===== src/rtl/gate_rr_scheduler.sv =====
// Round-robin front end for one shared registered 2-input logic unit:
// arbitrates requesters, issues operands, and returns a tagged response.
module gate_rr_scheduler #(
  parameter int unsigned NREQ = 4,
  parameter int unsigned IDW  = 2
) (
  input  logic              clk,
  input  logic              rst,
  input  logic [NREQ-1:0]   req,
  input  logic [NREQ-1:0]   req_a,
  input  logic [NREQ-1:0]   req_b,
  input  logic [3*NREQ-1:0] req_fn,
  output logic [NREQ-1:0]   gnt,
  output logic              gu_a,
  output logic              gu_b,
  output logic [2:0]        gu_fn,
  input  logic              gu_y,
  output logic              rsp_valid,
  output logic [IDW-1:0]    rsp_id,
  output logic              rsp_y,
  output logic              rsp_err,
  output logic              busy
);

  typedef enum logic [1:0] {IDLE, ISSUE, CAPTURE} state_t;

  state_t         state, state_nxt;
  logic [IDW-1:0] ptr;
  logic [IDW-1:0] cur_id;
  logic           cur_err;
  logic [IDW-1:0] win_id;
  logic           win_found;
  logic           sel_a, sel_b;
  logic [2:0]     sel_fn;
  int unsigned    idx;

  // Search starts at ptr and wraps modulo NREQ, so NREQ need not be a power of 2.
  always_comb begin
    win_id    = '0;
    win_found = 1'b0;
    idx       = 0;
    for (int unsigned k = 0; k < NREQ; k++) begin
      idx = (32'(ptr) + k) % NREQ;
      if (!win_found && req[idx]) begin
        win_found = 1'b1;
        win_id    = IDW'(idx);
      end
    end
  end

  always_comb begin
    sel_a  = 1'b0;
    sel_b  = 1'b0;
    sel_fn = '0;
    for (int unsigned i = 0; i < NREQ; i++) begin
      if (win_id == IDW'(i)) begin
        sel_a  = req_a[i];
        sel_b  = req_b[i];
        sel_fn = req_fn[3*i +: 3];
      end
    end
  end

  always_ff @(posedge clk) begin
    if (rst) state <= IDLE;
    else     state <= state_nxt;
  end

  always_comb begin
    state_nxt = state;
    case (state)
      IDLE:    if (win_found) state_nxt = ISSUE;
      ISSUE:   state_nxt = CAPTURE;
      CAPTURE: state_nxt = IDLE;
      default: state_nxt = IDLE;
    endcase
  end

  // Outputs are loaded one edge ahead of the state they belong to, so every port is a flop.
  always_ff @(posedge clk) begin
    if (rst) begin
      ptr       <= '0;
      cur_id    <= '0;
      cur_err   <= 1'b0;
      gnt       <= '0;
      gu_a      <= 1'b0;
      gu_b      <= 1'b0;
      gu_fn     <= '0;
      rsp_valid <= 1'b0;
      rsp_id    <= '0;
      rsp_y     <= 1'b0;
      rsp_err   <= 1'b0;
      busy      <= 1'b0;
    end else begin
      gnt       <= '0;
      rsp_valid <= 1'b0;
      case (state)
        IDLE: begin
          if (win_found) begin
            cur_id  <= win_id;
            cur_err <= (sel_fn == 3'b111);
            gnt     <= NREQ'(1) << win_id;
            gu_a    <= sel_a;
            gu_b    <= sel_b;
            gu_fn   <= (sel_fn == 3'b111) ? 3'b000 : sel_fn;
            busy    <= 1'b1;
          end
        end
        ISSUE: begin
          if (cur_id == IDW'(NREQ - 1)) ptr <= '0;
          else                          ptr <= cur_id + 1'b1;
        end
        CAPTURE: begin
          rsp_valid <= 1'b1;
          rsp_id    <= cur_id;
          rsp_err   <= cur_err;
          rsp_y     <= cur_err ? 1'b0 : gu_y;
          busy      <= 1'b0;
        end
        default: ;
      endcase
    end
  end

endmodule


===== config.mk =====
export PLATFORM = sky130hd
export DESIGN_NAME = gate_rr_scheduler
export DESIGN_NICKNAME = d
export VERILOG_FILES = /design/src/rtl/gate_rr_scheduler.sv
export SDC_FILE = /design/constraint.sdc
export NUM_CORES = 1
export LEC_CHECK = 0
export CORE_AREA = 3 3 45 87
export CTS_CLUSTER_SIZE = 30
export DETAILED_ROUTE_END_ITERATION = 12
export DIE_AREA = 0 0 48 90
export GPL_ROUTABILITY_DRIVEN = 1
export PLACE_DENSITY = 0.56
export SYNTH_ARGS = -nofsm -noshare
export SYNTH_HDL_FRONTEND = slang
export SYNTH_SLANG_ARGS = --single-unit

===== constraint.sdc =====
create_clock -name clk -period 2.55 [get_ports clk]
set_clock_uncertainty 0.1 [all_clocks]
set_input_delay 0.765 -clock clk [delete_from_list [all_inputs] [get_ports clk]]
set_output_delay 0.765 -clock clk [all_outputs]
set_load 0.05 [all_outputs]

==> out/results.ini <==
[flow_run]
max_cap_viol_count = 0

[synthesis]
ys_warn_count = 0
yosysUniqueCellTypes = 31
ys_seq_area_share_pct = 43.56
synth-seq-cells = 22
synthCells = 105
syn-cell-area_um2 = 1011
syn-num-nets = 133
synth_area_per_cell_um2 = 9.628

[power_and_ir_drop]
p_switching_uw = 278.3
pwr-share-clk_pct = 25.9
p_comb_share_pct = 32.6
ir_worst_vdd_uv = 308.1
internal_power_uw = 656.4
leakage_uw = 0.0006957
seqPwrFrac_pct = 41.6
sw_frac_of_total_pct = 29.77
power.density_nw_per_um2 = 568.9

[global_routing]
grt_overflow = 0
antenna_found_initial = 0
grt_usage_pct = 12.64
grt_pass1_wl_um = 4119
grt_pass1_vias = 977
grt_max_degree = 14

[worst_setup_path]
crit_path_start = req[1]
cp-end-kind = flop
rr_endpoint = gu_fn[2]$_SDFFE_PP0P_
cp_data_required_time_ns = 2.60
crit_fanout = 4
cp.arrival_ns = 2.52
reg2reg_slack_ns = 0.36
r2r-start = ptr[1]$_SDFFE_PP0N_
ff2ff_path_depth = 5
critPathKind = in2reg
start_kind = input port

[finish]
final_nets = 189
drive_above_1_share_pct = 20.63
diodes = 0
area.growth.synth_to_final_pct = 62.50
final_common_cell = clkdlybuf4s50_1
stdcell_count = 191
layout_common_cells = 39 x clkdlybuf4s50_1, 22 x dfxtp_1, 14 x buf_4

[placement]
numPortBuffers = 41
gp_congestion = 0.8069
dp_cells = 185
dp_hpwl_um = 2140

[floorplan]
core.rowCount = 29
start_util_pct = 30.96
dieArea_um2 = 4320
die_x_um = 48
pin_count = 42
coreArea_um2 = 3266
die_h_um = 90

[route]
drc = 0
drt_iter0_markers = 12
via_count = 955
wire_per_inst_um = 13.39
vias_per_cell = 5.000
antenna_left = 0
firstDrtPassIters = 4
routed_wl_um = 2557

[sta]
slew_headroom_pct = 66.40
fin_crit_sh_pct = 97.08
slew_viol_final = 0
tightest_slew_ns = 0.5025
timing.hold.ws_ns = 0.3643
clock.fmax_ghz = 0.4039
hold_violations = 0
min_period_ns = 2.476
setup_viol = 0
rsz0062_at_grt = no

[hold_path]
min_from = busy$_SDFFE_PP0P_
hold_depth = 2
min_path_type = reg2reg
worstHoldEndpoint = busy$_SDFFE_PP0P_

[clocking]
cts.path.max_buffers = 2
root_buffer = clkbuf_8
cts_max_level = 1
clk_pin_slew_ns = 0.07
cts_tree = built
numCtsBuffers = 3
holdBufCountCts = 0
clkLatencyLatePin_ns = 0.26
cts_sinks = 22

[outcome]
status = completed

==> through the flow <==
stage	utilization, %	setup WS, ns	power (uW)	TNS (ns)	instance area [um2]
floorplan	-	0.1892	565.2	0	1011
global placement	47.24	-0.2461	689.6	-1.144	1543
detailed placement	47.24	-0.2874	692.3	-1.350	1543
CTS	49.04	0.01049	939.8	0	1602
global route	50.31	0.02359	983.0	0	1643
finish	50.31	0.07436	934.7	0	1643
==> critical path, stage by stage <==
cell,delay (ns)
clkdlybuf4s50_1,0.47
a21boi_4,0.19
o22ai_2,0.13
nor2_4,0.18
mux4_2,0.56
a32o_1,0.24
==> layout make-up <==
class	count	area, um2
multi-input cells	75	573.1
fillers	321	1623
flip-flops and latches	22	440.4
repair buffers	55	520.5
clock buffers	4	55.05
well taps	31	38.79
inverters	4	15.01
==> power by group through the flow <==
| stage | combinational [uW] | sequential (uW) | clock, uW |
|---|---|---|---|
| after CTS | 297 | 388 | 254 |
| after global routing | 325 | 392 | 266 |
| after global placement | 295 | 395 | 0 |
| after detailed placement | 296 | 396 | 0 |
| final | 304 | 389 | 242 |
| after floorplan | 111 | 454 | 0 |
==> how the worst max path moves through the flow <==
stage                       endpoint  slack [ns]  cells past startpoint
6_report       gu_fn[2]$_SDFFE_PP0P_        0.07                      6
3_3_place_gp   gu_fn[0]$_SDFFE_PP0P_       -0.25                      6
2_1_floorplan  gu_fn[0]$_SDFFE_PP0P_        0.19                      5
3_5_place_dp   gu_fn[0]$_SDFFE_PP0P_       -0.29                      6
5_1_grt        gu_fn[0]$_SDFFE_PP0P_        0.02                      7
4_1_cts        gu_fn[0]$_SDFFE_PP0P_        0.01                      7
==> synth_stat cells <==
library cell / n / share of area, %
mux4_2: 2 / 4.5
nand3_2: 1 / 0.99
o22a_2: 1 / 0.99
ha_1: 1 / 1.2
or2_2: 1 / 0.62
a21oi_1: 6 / 3.0
or3_2: 1 / 0.74
inv_1: 4 / 1.5
clkbuf_1: 4 / 1.5
mux2_2: 2 / 2.2
o21ai_1: 1 / 0.49
nand3_1: 4 / 2.0
nor2_1: 12 / 4.5
a21boi_1: 1 / 0.74
o41ai_1: 1 / 0.87
nor3b_1: 2 / 1.5
a41o_1: 1 / 0.99
nor3_1: 3 / 1.5
nor2b_1: 2 / 1.2
a32o_1: 2 / 2.0
nand2_1: 5 / 1.9
mux2i_1: 10 / 9.9
or3b_2: 1 / 0.87
nand2b_1: 2 / 1.2
nand3b_1: 4 / 3.0
dfxtp_1: 22 / 44
o21ai_0: 5 / 2.5
nor2_4: 1 / 1.1
o2bb2a_1: 1 / 0.99
and3b_1: 1 / 0.87
o22ai_2: 1 / 1.2
==> metal layers <==
layer	part of all wire (%)	vias up	track usage, %
met1	36	444	12.38
li1	-	484	-
met4	0.78	0	4.045
met3	4.0	2	2.000
met5	0	-	0
met2	59	25	23.89
==> repair_timing <==
| action | 4_1_cts | 5_1_grt |
|---|---|---|
| setup buffers | 0 | 2 |
| cloned | 0 | 0 |
| pin swaps | 0 | 3 |
| endpoints found under the setup margin | 1 | 6 |
| resized for setup | 1 | 7 |
==> flip-flops by register name, summed over array words and instances, names as in the netlist <==
register,cells
rsp_valid,1
ptr,2
gnt,4
cur_err,1
gu_fn,3
rsp_err,1
state,2
gu_b,1
cur_id,2
rsp_y,1
busy,1
gu_a,1
rsp_id,2
==> cell families (layout without fill, tap and decap cells) <==
kind of cell	after synthesis	after routing	share of synthesized area (%)
AND/OR/NAND/NOR	40	40	21.91
multiplexers	14	14	16.58
flip-flops	22	22	43.56
adder cells (fa/ha/maj)	1	1	1.237
AO/OA/AOI/OAI	20	20	13.74
buffers and inverters	8	63	2.969
(Power assumes the default switching activity.)
==> edit 1 (same settings) <==
Make the reset (`rst`) asynchronous in 2 clocked blocks.
--- a/src/rtl/gate_rr_scheduler.sv
+++ b/src/rtl/gate_rr_scheduler.sv
@@ -61,7 +61,7 @@
     end
   end
 
-  always_ff @(posedge clk) begin
+  always_ff @(posedge clk or posedge rst) begin
     if (rst) state <= IDLE;
     else     state <= state_nxt;
   end
@@ -77,7 +77,7 @@
   end
 
   // Outputs are loaded one edge ahead of the state they belong to, so every port is a flop.
-  always_ff @(posedge clk) begin
+  always_ff @(posedge clk or posedge rst) begin
     if (rst) begin
       ptr       <= '0;
       cur_id    <= '0;
Function: differs if rst is asserted again (counterexample within 4 cycles, from zero or initial values and one cycle with rst high); with rst held inactive, the same outputs for 10 cycles.
==> edit 1 against the unedited design <==
  * Area after synthesis up 5.4%
  * Sequential cell count stayed put
  * Worst setup slack got worse by 33 ps
  * Register-to-register slack improved by 80 ps
  * Non-clock buffer count up 4
  * First-iteration DRC count up 17%
  * Wire length is 3.4% higher
  * Cell area rose by 2.5%
Power is not compared: it rests on default switching activity, and its combinational part moved more than twofold at a synthesized area within 25%.
==> edit 1: results (changes against the unedited design) <==
status: finished, final reports clean
post-synthesis average cell area: 10.77 µm² (+12%)
wire length of the first global-routing pass: 4478 µm (+8.7%)
DP Cell Count: 182 (-1.6%)
number of different library cells in the post-synthesis netlist: 33 (+6.5%)
share of the yosys chip area belonging to registers: 51.64% (+8.1 points)
via count of the first global-routing pass: 997 (+2.0%)
Clock Latency Late Sink: 260 ps (about the same)
commonest cells in the synthesized netlist: 22 x sky130_fd_sc_hd__dfrtp_1, 16 x sky130_fd_sc_hd__nand2_1, 8 x sky130_fd_sc_hd__inv_1
GRT met1 Usage: 16.39% (+4.0 points)
Routability Congestion: 0.7880 (-2.3%)
Async S/R FF share, synth: 100.0% (+100 points)
mean number of vias per cell: 4.936 (-1.3%)
number of non-filler instances in the completed layout: 188 (-1.6%)
WP data arrival: 2560 ps (+40 ps)
met3 Usage GRT: 1.800% (-0.20 points)
total global routing track utilization: 14.11% (+1.5 points)
detailed router's first-iteration violation count: 14 (+2)
Worst Tran Pin Value: 500.0 ps (-2.493 ps)
router iterations before antenna repair: 2 (-2)
CTS max path bufs: 2 (unchanged)
clock edge transition at the registers on the reported setup and hold paths: 70 ps (about the same)
net count after synthesis: 127 (-4.5%)
critical path's largest stage delay: 540 ps (-20 ps)
worst setup slack before clock tree synthesis: -507.4 ps (-220.0 ps)
met2 Use GR: 23.12% (-0.77 points)
cell family with most CP delay: multiplexers
classification of the worst-slack hold path: reg2reg
fraction of layout cells with a size suffix above 1: 23.57% (+2.9 points)
hpwl dp: 2151 µm (+0.50%)
antenna violations before repair: 0 (unchanged)
Total Routed Length: 2644 µm (+3.4%)
largest net degree at the start of global routing: 23 (+9)
biggest area contributors in the synthesized netlist: sky130_fd_sc_hd__dfrtp_1 52%, sky130_fd_sc_hd__mux2_2 7.4%, sky130_fd_sc_hd__nand2_1 5.6%
## edit 1: changes by cell type after synthesis, moves of 5 or more
cell / unedited run / this run
sky130_fd_sc_hd__a21oi_1: 6 / 1
sky130_fd_sc_hd__dfrtp_1: 0 / 22
sky130_fd_sc_hd__dfxtp_1: 22 / 0
sky130_fd_sc_hd__mux2_2: 2 / 7
sky130_fd_sc_hd__mux2i_1: 10 / 4
sky130_fd_sc_hd__nand2_1: 5 / 16
sky130_fd_sc_hd__nor2_1: 12 / 4
## edit 1: area by class of cell
| class | count | area, µm² |
|---|---|---|
| fill | 315 | 1582 |
| sequential | 22 | 550.5 |
| timing repair buffer | 59 | 545.5 |
| multi-input combinational | 65 | 478.0 |
| clock buffer | 3 | 41.29 |
| tap | 31 | 38.79 |
| inverter | 8 | 30.03 |
## edit 1: repair_timing
action,in CTS,in global routing
setup endpoints to repair,6,1
pin swaps,4,2
gates resized for setup,7,3
buffers inserted,2,1
hold buffers,0,0
## edit 1: worst paths after layout
path / startpoint / to / slack [ps] / cells past startpoint
setup / recovery: req[2] / gu_fn[2]$_DFFE_PP0P_ / 40 / 7
hold / removal: gu_a$_DFFE_PP0P_ / gu_a$_DFFE_PP0P_ / 380 / 2
setup reg to reg: ptr[0]$_DFFE_PP0N_ / gu_fn[2]$_DFFE_PP0P_ / 440 / 6
hold reg to reg: gu_a$_DFFE_PP0P_ / gu_a$_DFFE_PP0P_ / 380 / 2
max in group asynchronous: rst / rsp_err$_DFFE_PP0P_ / 1390 / 3
min in group asynchronous: rst / gnt[3]$_DFF_PP0_ / 740 / 3
## edit 1: logic make-up after synthesis
family | after synthesis | share of synthesized area (%)
and+or+nand+nor | 32 | 14.32
DFF | 22 | 51.64
AOI/OAI and AO/OA | 19 | 12.44
muxes | 13 | 15.38
buffers and inverters | 12 | 5.047
adders and majority gates | 1 | 1.174
## edit 1: worst min-delay path: stages (launching register included)
cell	delay, ps
sky130_fd_sc_hd__dfrtp_1	350
sky130_fd_sc_hd__nand2_1	50
sky130_fd_sc_hd__o21ai_0	60
## edit 1: where the power goes
group          internal, µW  total [µW]  leakage [µW]  switching [µW]
logic                   522        1210      0.000497             689
clock network           105         208     0.0000216             103
registers               501         595      0.000277            94.5
total                  1130        2010      0.000796             886
## edit 1: per-stage QoR
step | instance area [µm²] | setup TNS [ps]
CTS | 1673 | 0
global placement | 1609 | -2293
finish | 1684 | 0
detailed placement | 1609 | -2584
global route | 1684 | 0
floorplan | 1066 | 0
## edit 1: metal layers
layer | up-vias | routed length (µm)
li1 | 456 | -
met1 | 440 | 995
met2 | 24 | 1476
met3 | 8 | 77
met4 | 0 | 94
met5 | - | 0
==> edit 2 (same settings) <==
Without the edit above. Change the parameter `IDW` from 2 to 1.
--- a/src/rtl/gate_rr_scheduler.sv
+++ b/src/rtl/gate_rr_scheduler.sv
@@ -2,7 +2,7 @@
 // arbitrates requesters, issues operands, and returns a tagged response.
 module gate_rr_scheduler #(
   parameter int unsigned NREQ = 4,
-  parameter int unsigned IDW  = 2
+  parameter int unsigned IDW  = 1
 ) (
   input  logic              clk,
   input  logic              rst,
Interface: changed (resized rsp_id); port bits go from 42 to 41. No check against the original RTL was run, so the function may have changed too.
==> edit 2 against the unedited design <==
  * Wire length shrank 32%
  * Area after synthesis fell by 27%
  * Worst setup slack improved by 200 ps
  * Register-to-register slack better by 800 ps
  * Combinational power fell by 37%
  * Cell area shrank 34%
  * Die area did not move
  * Core utilization decreased by 17 points
  * Total power down 26%
  * Sequential cell count shrank 5
  * Synthesized cell count decreased by 26%
  * Critical path type is now reg2out
  * Largest cell class unchanged
  * Highest routed layer unchanged
==> edit 2: results (changes against the unedited design) <==
biggest area contributors in the synthesized netlist: sky130_fd_sc_hd__dfxtp_1 46%, sky130_fd_sc_hd__mux2i_1 9.4%, sky130_fd_sc_hd__nor2_1 7.1%
fraction of layout cells with a size suffix above 1: 11.11% (-9.5 points)
critical path's slowest cell: sky130_fd_sc_hd__clkdlybuf4s50_1
total global routing track utilization: 9.274% (-3.4 points)
static leakage: 0.0004424 µW (-36%)
launch point of the worst reg-to-reg path: state[1]$_SDFFE_PP0P_
count of input and output buffers: 28 (-32%)
wire length of the first global-routing pass: 2898 µm (-30%)
Total Routed Length: 1740 µm (-32%)
origin of the worst setup path: busy$_SDFFE_PP0P_
endpoint kind of the worst setup timing path: output pin
switching part of the total: 31.12% (+1.3 points)
Adder-Cell Fraction of Synth Area: 0% (-1.2 points)
total vias in the final route: 639 (-33%)
via count of the first global-routing pass: 694 (-29%)
share of the yosys chip area belonging to registers: 45.87% (+2.3 points)
status: finished, final reports clean
Routability Congestion: 0.6964 (-14%)
routed metal-1 wirelength: 626 µm (-32%)
WP data arrival: 1410 ps (-1110 ps)
Clock Latency Late Sink: 250 ps
DP Cell Count: 135 (-27%)
sum of met3 wire segment lengths after detailed routing: 87 µm (-16%)
filler instances: 357 (+11%)
largest net degree at the start of global routing: 11 (-3)
number of different library cells in the post-synthesis netlist: 24 (-23%)
post-detailed-route wirelength per cell: 12.52 µm (-6.5%)
detailed router's first-iteration violation count: 10 (-2)
area fraction in compound gates after synthesis: 11.80% (-1.9 points)
commonest cells in the synthesized netlist: 17 x sky130_fd_sc_hd__dfxtp_1, 14 x sky130_fd_sc_hd__nor2_1, 7 x sky130_fd_sc_hd__inv_1, 7 x sky130_fd_sc_hd__mux2i_1, 5 x sky130_fd_sc_hd__a21oi_1
Max-slew headroom: 65.98% (-0.41 points)
Worst Hold Launch: gu_fn[1]$_SDFFE_PP0P_
post-synthesis average cell area: 9.512 µm² (-1.2%)
maximum net fanout on the critical path: 2 (-2)
largest registers ranked by flip-flop count: gu_fn: 3 flops, gnt: 2 flops, state: 2 flops
critical path's largest stage delay: 810 ps (+250 ps)
cell family with most CP delay: buffers and inverters
multiplexer fraction of the synthesized cell area: 12.98% (-3.6 points)
max layer used: met4
number of buffers added by the clock tree synthesis step: 3 (unchanged)
Gates resized, CTS repair: 0 (-1)
Met2 Routed Length: 971 µm (-36%)
hpwl dp: 1420 µm (-34%)
## edit 2: final cells by class
type,instances,area [µm²],area share (%)
repair buffers,30,295.3,27.03
well taps,31,38.79,3.551
inverters,7,26.28,2.405
clock buffers,3,41.29,3.780
flip-flops and latches,17,340.3,31.16
clock inverters,1,5.005,0.4582
multi-input cells,50,345.3,31.62
## edit 2: cell families (layout without fill, tap and decap cells)
logic type      count (synthesis)  after routing
mux                             9              9
buf+inv                        12             41
compound gates                 12             12
simple gates                   27             27
flops                          17             17
other cells                     1              2
## edit 2: layer usage
layer / GRT usage, % / up-vias
met5: 0 / -
met4: 6.517 / 0
met3: 2.200 / 5
met2: 16.04 / 17
met1: 8.354 / 297
li1: - / 320
## edit 2: final timing paths
| check | to | slack [ps] | depth (start not counted) |
|---|---|---|---|
| setup / recovery | busy | 270 | 1 |
| setup reg to reg | cur_err$_SDFFE_PP0P_ | 1160 | 3 |
| hold reg to reg | gu_fn[1]$_SDFFE_PP0P_ | 360 | 2 |
| hold / removal | gu_fn[1]$_SDFFE_PP0P_ | 360 | 2 |
## edit 2: stage by stage
step / hold WS, ps / util [%] / cell area (µm²) / power [µW] / setup WS, ps
after detailed placement: 354.2 / 32.03 / 1046 / 500.5 / 168.0
after global placement: 353.6 / 32.03 / 1046 / 498.1 / 186.1
final: 362.3 / 33.45 / 1092 / 693.0 / 273.0
after floorplan: 355.3 / - / 745.7 / 431.8 / 784.4
after CTS: 370.5 / 33.45 / 1092 / 703.9 / 260.4
after global routing: 403.6 / 33.45 / 1092 / 726.2 / 222.6
## edit 2: power groups by stage
stage	Combinational [µW]	Sequential (µW)	Clock (µW)
floorplan	75.7	356	0
global placement	193	305	0
detailed placement	194	306	0
CTS	195	300	209
global route	205	303	218
finish	193	300	200
